==> config.mk <==
export PLATFORM = sky130hd
export DESIGN_NAME = pp_accum_seq
export DESIGN_NICKNAME = d
export VERILOG_FILES = /design/src/rtl/pp_accum_pkg.sv /design/src/rtl/pp_accum_add3.sv /design/src/rtl/pp_accum_seq.sv
export SDC_FILE = /design/constraint.sdc
export NUM_CORES = 1
export LEC_CHECK = 0
export CAP_MARGIN = 15
export CORE_UTILIZATION = 51
export CTS_BUF_LIST = sky130_fd_sc_hd__clkbuf_16
export DETAILED_ROUTE_END_ITERATION = 6
export HOLD_SLACK_MARGIN = 0.02
export PLACE_DENSITY = 0.84
export SLEW_MARGIN = 20
export SYNTH_ARGS = -nofsm -noshare
export SYNTH_HDL_FRONTEND = slang
export SYNTH_HIERARCHICAL = 1
export SYNTH_SLANG_ARGS = --single-unit
==> constraint.sdc <==
create_clock -name clk -period 4.41 [get_ports clk]
set_clock_uncertainty 0.1 [all_clocks]
set_input_delay 1.1025 -clock clk [delete_from_list [all_inputs] [get_ports clk]]
set_output_delay 1.1025 -clock clk [all_outputs]
set_load 0.02 [all_outputs]
==> src/rtl/pp_accum_pkg.sv <==
// Shared definitions for the partial-product accumulation sequencer.
// Contents: default operand/result widths, fixed radix alignment offsets
// for the six partial products, and the controller state encoding.
package pp_accum_pkg;

    localparam int SIZE  = 45;
    localparam int RADIX = 54;
    localparam int RES_W = 2 * RADIX;

    // Left-shift applied to each partial product before accumulation.
    localparam int OFF_0 = 0;
    localparam int OFF_1 = 18;
    localparam int OFF_2 = 36;
    localparam int OFF_3 = 27;
    localparam int OFF_4 = 45;
    localparam int OFF_5 = 63;

    typedef enum logic [2:0] {
        ST_IDLE = 3'd0,
        ST_ACC0 = 3'd1,
        ST_ACC1 = 3'd2,
        ST_ACC2 = 3'd3,
        ST_DONE = 3'd4
    } state_t;

endpackage

==> src/rtl/pp_accum_add3.sv <==
// Combinational three-input adder, result truncated to W bits.
// Ports:
//   x, y, z : W-bit addends
//   sum     : (x + y + z) mod 2^W
module pp_accum_add3 #(
    parameter int W = 108
) (
    input  logic [W-1:0] x,
    input  logic [W-1:0] y,
    input  logic [W-1:0] z,
    output logic [W-1:0] sum
);

    assign sum = x + y + z;

endmodule

==> src/rtl/pp_accum_seq.sv <==
// Partial-product accumulation sequencer. Captures six aligned partial
// products per transaction and sums them over three cycles through a single
// shared three-input adder, then presents the 2*radix-bit result.
// Ports:
//   clk, rst_n          : clock, asynchronous active-low reset
//   in_valid / in_ready : operand-set handshake
//   a_0 .. a_5          : Size-bit partial products
//   abort               : cancel in-flight transaction (ignored in IDLE)
//   out_valid/out_ready : result handshake
//   res                 : accumulated sum mod 2^(2*radix)
//   busy                : high whenever not IDLE
module pp_accum_seq
    import pp_accum_pkg::*;
#(
    parameter int Size  = SIZE,
    parameter int radix = RADIX
) (
    input  logic                 clk,
    input  logic                 rst_n,
    input  logic                 in_valid,
    output logic                 in_ready,
    input  logic [Size-1:0]      a_0,
    input  logic [Size-1:0]      a_1,
    input  logic [Size-1:0]      a_2,
    input  logic [Size-1:0]      a_3,
    input  logic [Size-1:0]      a_4,
    input  logic [Size-1:0]      a_5,
    input  logic                 abort,
    output logic                 out_valid,
    input  logic                 out_ready,
    output logic [2*radix-1:0]   res,
    output logic                 busy
);

    localparam int RW = 2 * radix;

    state_t          state_r;
    logic [RW-1:0]   p0_r, p1_r, p2_r, p3_r, p4_r, p5_r;
    logic [RW-1:0]   acc_r;
    logic            out_valid_r;
    logic            busy_r;
    logic            in_ready_s;
    logic            accept_s;
    logic [RW-1:0]   add_x_s, add_y_s, add_z_s, add_sum_s;

    // Handshake: abort blocks any capture in the same cycle.
    always_comb begin
        in_ready_s = 1'b0;
        if (abort) begin
            in_ready_s = 1'b0;
        end else begin
            in_ready_s = (state_r == ST_IDLE) ||
                         ((state_r == ST_DONE) && out_ready);
        end
        accept_s = in_valid && in_ready_s;
    end

    // State-driven operand mux in front of the shared adder.
    always_comb begin
        add_x_s = {RW{1'b0}};
        add_y_s = {RW{1'b0}};
        add_z_s = {RW{1'b0}};
        case (state_r)
            ST_ACC0: begin
                add_x_s = p0_r;
                add_y_s = p1_r;
                add_z_s = p2_r;
            end
            ST_ACC1: begin
                add_x_s = acc_r;
                add_y_s = p3_r;
                add_z_s = p4_r;
            end
            ST_ACC2: begin
                add_x_s = acc_r;
                add_y_s = p5_r;
                add_z_s = {RW{1'b0}};
            end
            default: begin
                add_x_s = {RW{1'b0}};
                add_y_s = {RW{1'b0}};
                add_z_s = {RW{1'b0}};
            end
        endcase
    end

    pp_accum_add3 #(.W(RW)) u_add3 (
        .x   (add_x_s),
        .y   (add_y_s),
        .z   (add_z_s),
        .sum (add_sum_s)
    );

    // Operand registers: capture zero-extended, pre-aligned operands on accept.
    always_ff @(posedge clk or negedge rst_n) begin
        if (!rst_n) begin
            p0_r <= {RW{1'b0}};
            p1_r <= {RW{1'b0}};
            p2_r <= {RW{1'b0}};
            p3_r <= {RW{1'b0}};
            p4_r <= {RW{1'b0}};
            p5_r <= {RW{1'b0}};
        end else if (accept_s) begin
            p0_r <= {{(RW-Size){1'b0}}, a_0} << OFF_0;
            p1_r <= {{(RW-Size){1'b0}}, a_1} << OFF_1;
            p2_r <= {{(RW-Size){1'b0}}, a_2} << OFF_2;
            p3_r <= {{(RW-Size){1'b0}}, a_3} << OFF_3;
            p4_r <= {{(RW-Size){1'b0}}, a_4} << OFF_4;
            p5_r <= {{(RW-Size){1'b0}}, a_5} << OFF_5;
        end else begin
            p0_r <= p0_r;
            p1_r <= p1_r;
            p2_r <= p2_r;
            p3_r <= p3_r;
            p4_r <= p4_r;
            p5_r <= p5_r;
        end
    end

    // Controller FSM with accumulator and registered status outputs.
    always_ff @(posedge clk or negedge rst_n) begin
        if (!rst_n) begin
            state_r     <= ST_IDLE;
            acc_r       <= {RW{1'b0}};
            out_valid_r <= 1'b0;
            busy_r      <= 1'b0;
        end else if (abort && (state_r != ST_IDLE)) begin
            // Cancel wins over every other transition; the partial sum is dropped.
            state_r     <= ST_IDLE;
            acc_r       <= {RW{1'b0}};
            out_valid_r <= 1'b0;
            busy_r      <= 1'b0;
        end else begin
            case (state_r)
                ST_IDLE: begin
                    if (accept_s) begin
                        state_r <= ST_ACC0;
                        busy_r  <= 1'b1;
                    end
                end
                ST_ACC0: begin
                    acc_r   <= add_sum_s;
                    state_r <= ST_ACC1;
                end
                ST_ACC1: begin
                    acc_r   <= add_sum_s;
                    state_r <= ST_ACC2;
                end
                ST_ACC2: begin
                    acc_r       <= add_sum_s;
                    state_r     <= ST_DONE;
                    out_valid_r <= 1'b1;
                end
                ST_DONE: begin
                    if (out_ready) begin
                        out_valid_r <= 1'b0;
                        // A waiting operand set is taken on the same edge: no bubble.
                        if (accept_s) begin
                            state_r <= ST_ACC0;
                        end else begin
                            state_r <= ST_IDLE;
                            busy_r  <= 1'b0;
                        end
                    end
                end
                default: begin
                    state_r     <= ST_IDLE;
                    acc_r       <= {RW{1'b0}};
                    out_valid_r <= 1'b0;
                    busy_r      <= 1'b0;
                end
            endcase
        end
    end

    assign in_ready  = in_ready_s;
    assign out_valid = out_valid_r;
    assign busy      = busy_r;
    assign res       = acc_r;

endmodule

## After elaboration in Yosys (flattened, before gate mapping)

Index checks and enable logic that the tools add are counted.

- Add/sub/neg operators: 2
- Equal/unequal tests: 10
- Mux-type cells: 19
- Reductions and logical operators: 13

Operators with widths:

| cell | count |
|---|---|
| $pmux W108 S2 | 2 |
| $pmux W108 S3 | 1 |
| $pmux W90 S2 | 1 |
| $add A108 B108 Y108 | 1 |
| $add A108 B90 Y108 | 1 |
| $mux W108 | 1 |
| $pmux W3 S5 | 1 |
| $mux W3 | 3 |
| $ne A3 B2 Y1 const B | 3 |
| $mux W1 | 8 |
| $eq A3 B2 Y1 const B | 2 |
| $ne A2 B1 Y1 const B | 3 |
| $pmux W1 S3 | 2 |
| $reduce_or A3 Y1 | 2 |
| $reduce_and A2 Y1 | 2 |
| $reduce_and A4 Y1 | 1 |
| $reduce_or A2 Y1 | 2 |
| $eq A3 B1 Y1 const B | 1 |
| $eq A3 B3 Y1 const B | 1 |
| $logic_and A1 B1 Y1 | 3 |
| $logic_not A3 Y1 | 1 |
| $reduce_bool A3 Y1 | 1 |
| $logic_or A1 B1 Y1 | 1 |

- Bits in registers: 383
- Output and inout port bits: 111
- Word-level logic and storage cells: 54

## Longest topological paths before layout

- Word-level depth: 9
- Mapped depth: 22
- Depth with buffers taken out: 19

## Modules after synthesis

Netlist, hierarchy kept.

Modules (own cells, without submodules):

| module | instances | cells each | area an instance (um^2) | seq. area each (um^2) |
|---|---|---|---|---|
| pp_accum_seq | 1 | 1,139 | 17,297.8 | 9,584.2 |
| pp_accum_add3 | 1 | 1,192 | 9,117.5 | 0.0 |

## Least setup slack after synthesis

Ideal clock, no wire load.

- Kind: flip-flop to flip-flop
- Start point: reg state_r[1]
- End point: reg acc_r[99] (netlist: res[99])
- Setup time: 0.121 ns
- Arrival time: 4.554 ns
- Data required time: 4.189 ns
- Setup slack: -0.365 ns
- Stages on the path, launching flop included: 22
- Buffers on the path: 5
- Cells stage by stage: dfrtp_1 buf_6 nor2b_1 buf_4 and2b_1 buf_6 buf_6 a22o_1 fa_1 ha_1 clkbuf_1 a21oi_1 o21ai_0 a21oi_1 o21ai_1 a2111oi_2 o32ai_2 nor2_2 o41ai_2 or4_1 and4_1 a22o_1

RTL lines:

| element | line | source |
|---|---|---|
| start: declaration | pp_accum_seq.sv:37 | `state_t state_r;` |
| start signal: assignment | pp_accum_seq.sv:123 | `state_r <= ST_IDLE;` |
| start signal: assignment | pp_accum_seq.sv:129 | `state_r <= ST_IDLE;` |
| start signal: assignment | pp_accum_seq.sv:137 | `state_r <= ST_ACC0;` |
| $eq A3 B2 Y1 or $eq A3 B1 Y1 (tied branches) | pp_accum_seq.sv:63 | `case (state_r)` |
| $pmux W108 S3 (*) | pp_accum_seq.sv:63 |  |
| named net add_y_s[52] | pp_accum_seq.sv:44 | `logic [RW-1:0] add_x_s, add_y_s, add_z_s, add_sum_s;` |
| $add A108 B108 Y108 (*) | pp_accum_add3.sv:14 | `assign sum = x + y + z;` |
| $add A108 B90 Y108 (*) | pp_accum_add3.sv:14 |  |
| named net add_sum_s[99] | pp_accum_seq.sv:44 |  |
| $pmux W108 S2 (*) | pp_accum_seq.sv:134 | `case (state_r)` |
| $mux W108 (*) | pp_accum_seq.sv:127 | `end else if (abort && (state_r != ST_IDLE)) begin` |
| end signal: assignment | pp_accum_seq.sv:124 | `acc_r <= {RW{1'b0}};` |
| end signal: assignment | pp_accum_seq.sv:130 | `acc_r <= {RW{1'b0}};` |
| end signal: assignment | pp_accum_seq.sv:142 | `acc_r <= add_sum_s;` |
| end: declaration | pp_accum_seq.sv:39 | `logic [RW-1:0] acc_r;` |

The timed path passes the listed nets; every way through them passes the cells marked *.
A chain may end at the register's enable or synchronous reset.

## Worst setup path after layout

- Start point: reg state_r[1]
- End point: reg acc_r[107] (netlist: res[107])

Same word-level chain as after synthesis.

==> results.ini <==
[run_status]
status = complete, but fails checks
violations = max-slew violations, negative setup slack

[clocking]
cts_tree = done
insertion_delay_ps = 600
cts-root-buf = clkbuf_16
htreeDepth = 2
cts_buffer_depth = 3
cts_made_buffers = 45
clock_sinks = 383
clk_pin_slew_ps = 70

[sta]
report.final.slew_viol_count = 3
fmax_mhz = 204
rsz0062_at_grt = yes
worstMarginPinSlew_ps = 1830
timing.setup.tns_ps = -13520
timing.final.ws_setup_ps = -481
finalCritPeriodShare_pct = 111
final-setup-viol-count = 62
hold_ws_ps = 407
hold_viol = 0
min_period_ps = 4890
slew-limit-headroom_pct = -25.1

[global_routing]
antenna_found_initial = 2
grt_overflow_total = 0
grt_pass1_vias = 23800
grt_start_max_net_pins = 108
grt_pass1_wl_mm = 135
grt_util_all_layers_pct = 32.4

[route]
first_pass_iters = 6
num_vias = 23900
drt_wl_total_mm = 95.3
drt_iter0_markers = 2215
drc = 0
ant_nets = 0
viasPerCell = 6.17
wire_per_inst_um = 24.6

[layout]
nNetsFinal = 3644
nFillCells = 3096
stdcell_area_um2 = 38000
final_common_cell = clkdlybuf4s50_1
syn_to_final_growth_pct = 44.0
drive_gt1_share_pct = 35.4
final_cell_count_no_fill = 3870
mostFrequentLayoutCells = clkdlybuf4s50_1, dfrtp_1, buf_4

[power_and_ir_drop]
power.density_nw_per_um2 = 472
p_leak_nw = 17.3
peakVddDrop_uv = 322

[setup_path]
worstPathRequired_ps = 4790
crit_path_top_delay_cell = fa_1
setup.worst_path.start_class = flip-flop
critical_path_class = reg -> reg
path_cells = nor2b_4 -> and2b_4 -> buf_12 -> buf_8 -> a22o_4 -> fa_1 -> ha_4 -> nand2_2 -> or4_4 -> nand4_1 -> nand2_2 -> o32ai_4 -> nor2_4 -> buf_4 -> o41a_1 -> a311o_1 -> a22o_1
worstPathMaxFanout = 7
slowest_delay_ps = 520
worstSetupEndpointType = flip-flop
crit_path_frequent_cell = nand2_2
reg2reg_slack_ps = -480
critPathArrivalTime_ps = 5270

[floorplanning]
dieHeight_um = 230
io_pins = 386
die_area_um2 = 52700
fp.dieW_um = 230
rows = 83
start_util_pct = 51.6
core_area_um2 = 51200

[synth]
synthXorXnorAreaFrac_pct = 3.48
synth_edf_count = 0
async_reset_ff_share_pct = 100
syn_inst = 2331
ys_seq_area_share_pct = 36.3
muxShareOfSynthArea_pct = 14.4
synth_compound_area_share_pct = 17.9
syn_area_um2 = 26400
synthAdderAreaFrac_pct = 13.2
synth_cell_type_count = 81
ys_seq_elements = 383
synth-simple-area-share_pct = 10.4
syn_avg_cell_area_um2 = 11.3
synth_flop_cell = dfrtp_1
synth_top_family_by_area = compound AO/OA/AOI/OAI gates
ys_warn_count = 6

[place]
place_inst = 3709
dpl.hpwl_mm = 62.5
gp_congestion = 0.948
place_area_um2 = 33500
portBuffers = 385

[run]
maxCapViolCount = 0

[worst_hold_path]
hold_path_class = reg -> reg

-- power by group --
group          switching [W]  internal [W]  total (W)  leakage [nW]
Sequential          0.000977       0.00453    0.00551          4.68
Combinational        0.00421       0.00448    0.00870          11.9
Clock                0.00166       0.00209    0.00375         0.703
-- final cells by class --
| cell class | count | area [um^2] | area share [%] |
|---|---|---|---|
| inverter | 29 | 109 | 0.286 |
| clock inverter | 34 | 284 | 0.747 |
| clock buffer | 46 | 1150 | 3.03 |
| multi-input combinational | 1853 | 18200 | 47.7 |
| timing repair buffer | 843 | 7900 | 20.8 |
| sequential | 383 | 9590 | 25.2 |
| tap | 680 | 851 | 2.24 |
| antenna | 2 | 5.00 | 0.0132 |
-- state kept, by name, indices dropped and copies added, names as in the netlist --
name,cells
p4_r,45
p5_r,45
res,108
p3_r,45
p1_r,45
busy,1
state_r,3
p2_r,45
out_valid,1
p0_r,45
-- final timing paths --
| kind | start | to | depth (start not counted) |
|---|---|---|---|
| min in group asynchronous | rst_n | p4_r[87]$_DFFE_PN0N_ | 1 |
| worst min-delay path | p5_r[89]$_DFFE_PN0N_ | p5_r[89]$_DFFE_PN0N_ | 1 |
| worst max-delay path | state_r[1]$_DFFE_PN0P_ | res[107]$_DFFE_PN0P_ | 17 |
| worst max register to register | state_r[1]$_DFFE_PN0P_ | res[107]$_DFFE_PN0P_ | 17 |
| max in group asynchronous | rst_n | p3_r[28]$_DFFE_PN0N_ | 3 |
| worst min register to register | p5_r[89]$_DFFE_PN0N_ | p5_r[89]$_DFFE_PN0N_ | 1 |
-- cells by family (layout without fill, tap and decap cells) --
kind of cell,Yosys count,after routing
buf+inv,166,952
mux,270,270
other cells,1,74
fa+ha+maj,214,214
compound gates,660,660
flops,383,383
xor+xnor,105,105
simple gates,532,532
-- per-stage QoR --
stage | power, W | utilization [%] | setup slack [ps]
detailed placement | 0.0125 | 65.5 | -696
global placement | 0.0123 | 65.5 | -566
finish | 0.0180 | 74.3 | -481
floorplan | 0.00954 | - | -180
CTS | 0.0168 | 70.7 | -337
global route | 0.0186 | 74.3 | -604
-- critical path: cells and delay by family, from the launching register on --
kind	cells	cell delay, ps
AO/OA/AOI/OAI	5	1500
buffers and inverters	3	460
flip-flops	1	440
adder cells (fa/ha/maj)	2	850
AND/OR/NAND/NOR	7	1430
-- metal layers --
metal / wire (um) / part of all wire [%] / global-route usage, %
met2: 45500 / 48 / 54.0
met4: 4730 / 5.0 / 10.5
met5: 18 / 0.019 / 0
met1: 37700 / 40 / 42.9
met3: 7440 / 7.8 / 5.66
-- cells in the mapped netlist (26+ instances only) --
library cell | count | area (um^2)
nand4_1 | 38 | 238
clkbuf_1 | 66 | 248
buf_2 | 26 | 130
mux2_2 | 70 | 788
inv_1 | 29 | 109
nand2_1 | 133 | 499
a22o_1 | 234 | 2050
a21oi_1 | 160 | 801
xnor2_1 | 71 | 622
and2_1 | 132 | 826
mux2_4 | 200 | 3000
ha_1 | 106 | 1330
xor2_1 | 34 | 298
dfrtp_1 | 383 | 9580
o21ai_0 | 82 | 410
nor2_1 | 115 | 432
fa_1 | 108 | 2160
a21o_1 | 52 | 390
-- what timing repair did --
| action | 4_1_cts | 5_1_grt |
|---|---|---|
| cloned | 5 | 6 |
| setup endpoints to repair | 66 | 69 |
| pin swaps | 45 | 96 |
| endpoints found under the hold margin | 0 | 0 |
| resized for setup | 192 | 269 |
| hold buffers | 0 | 0 |
| setup buffers | 22 | 52 |
Note: power is estimated with default switching activity, not from simulation.
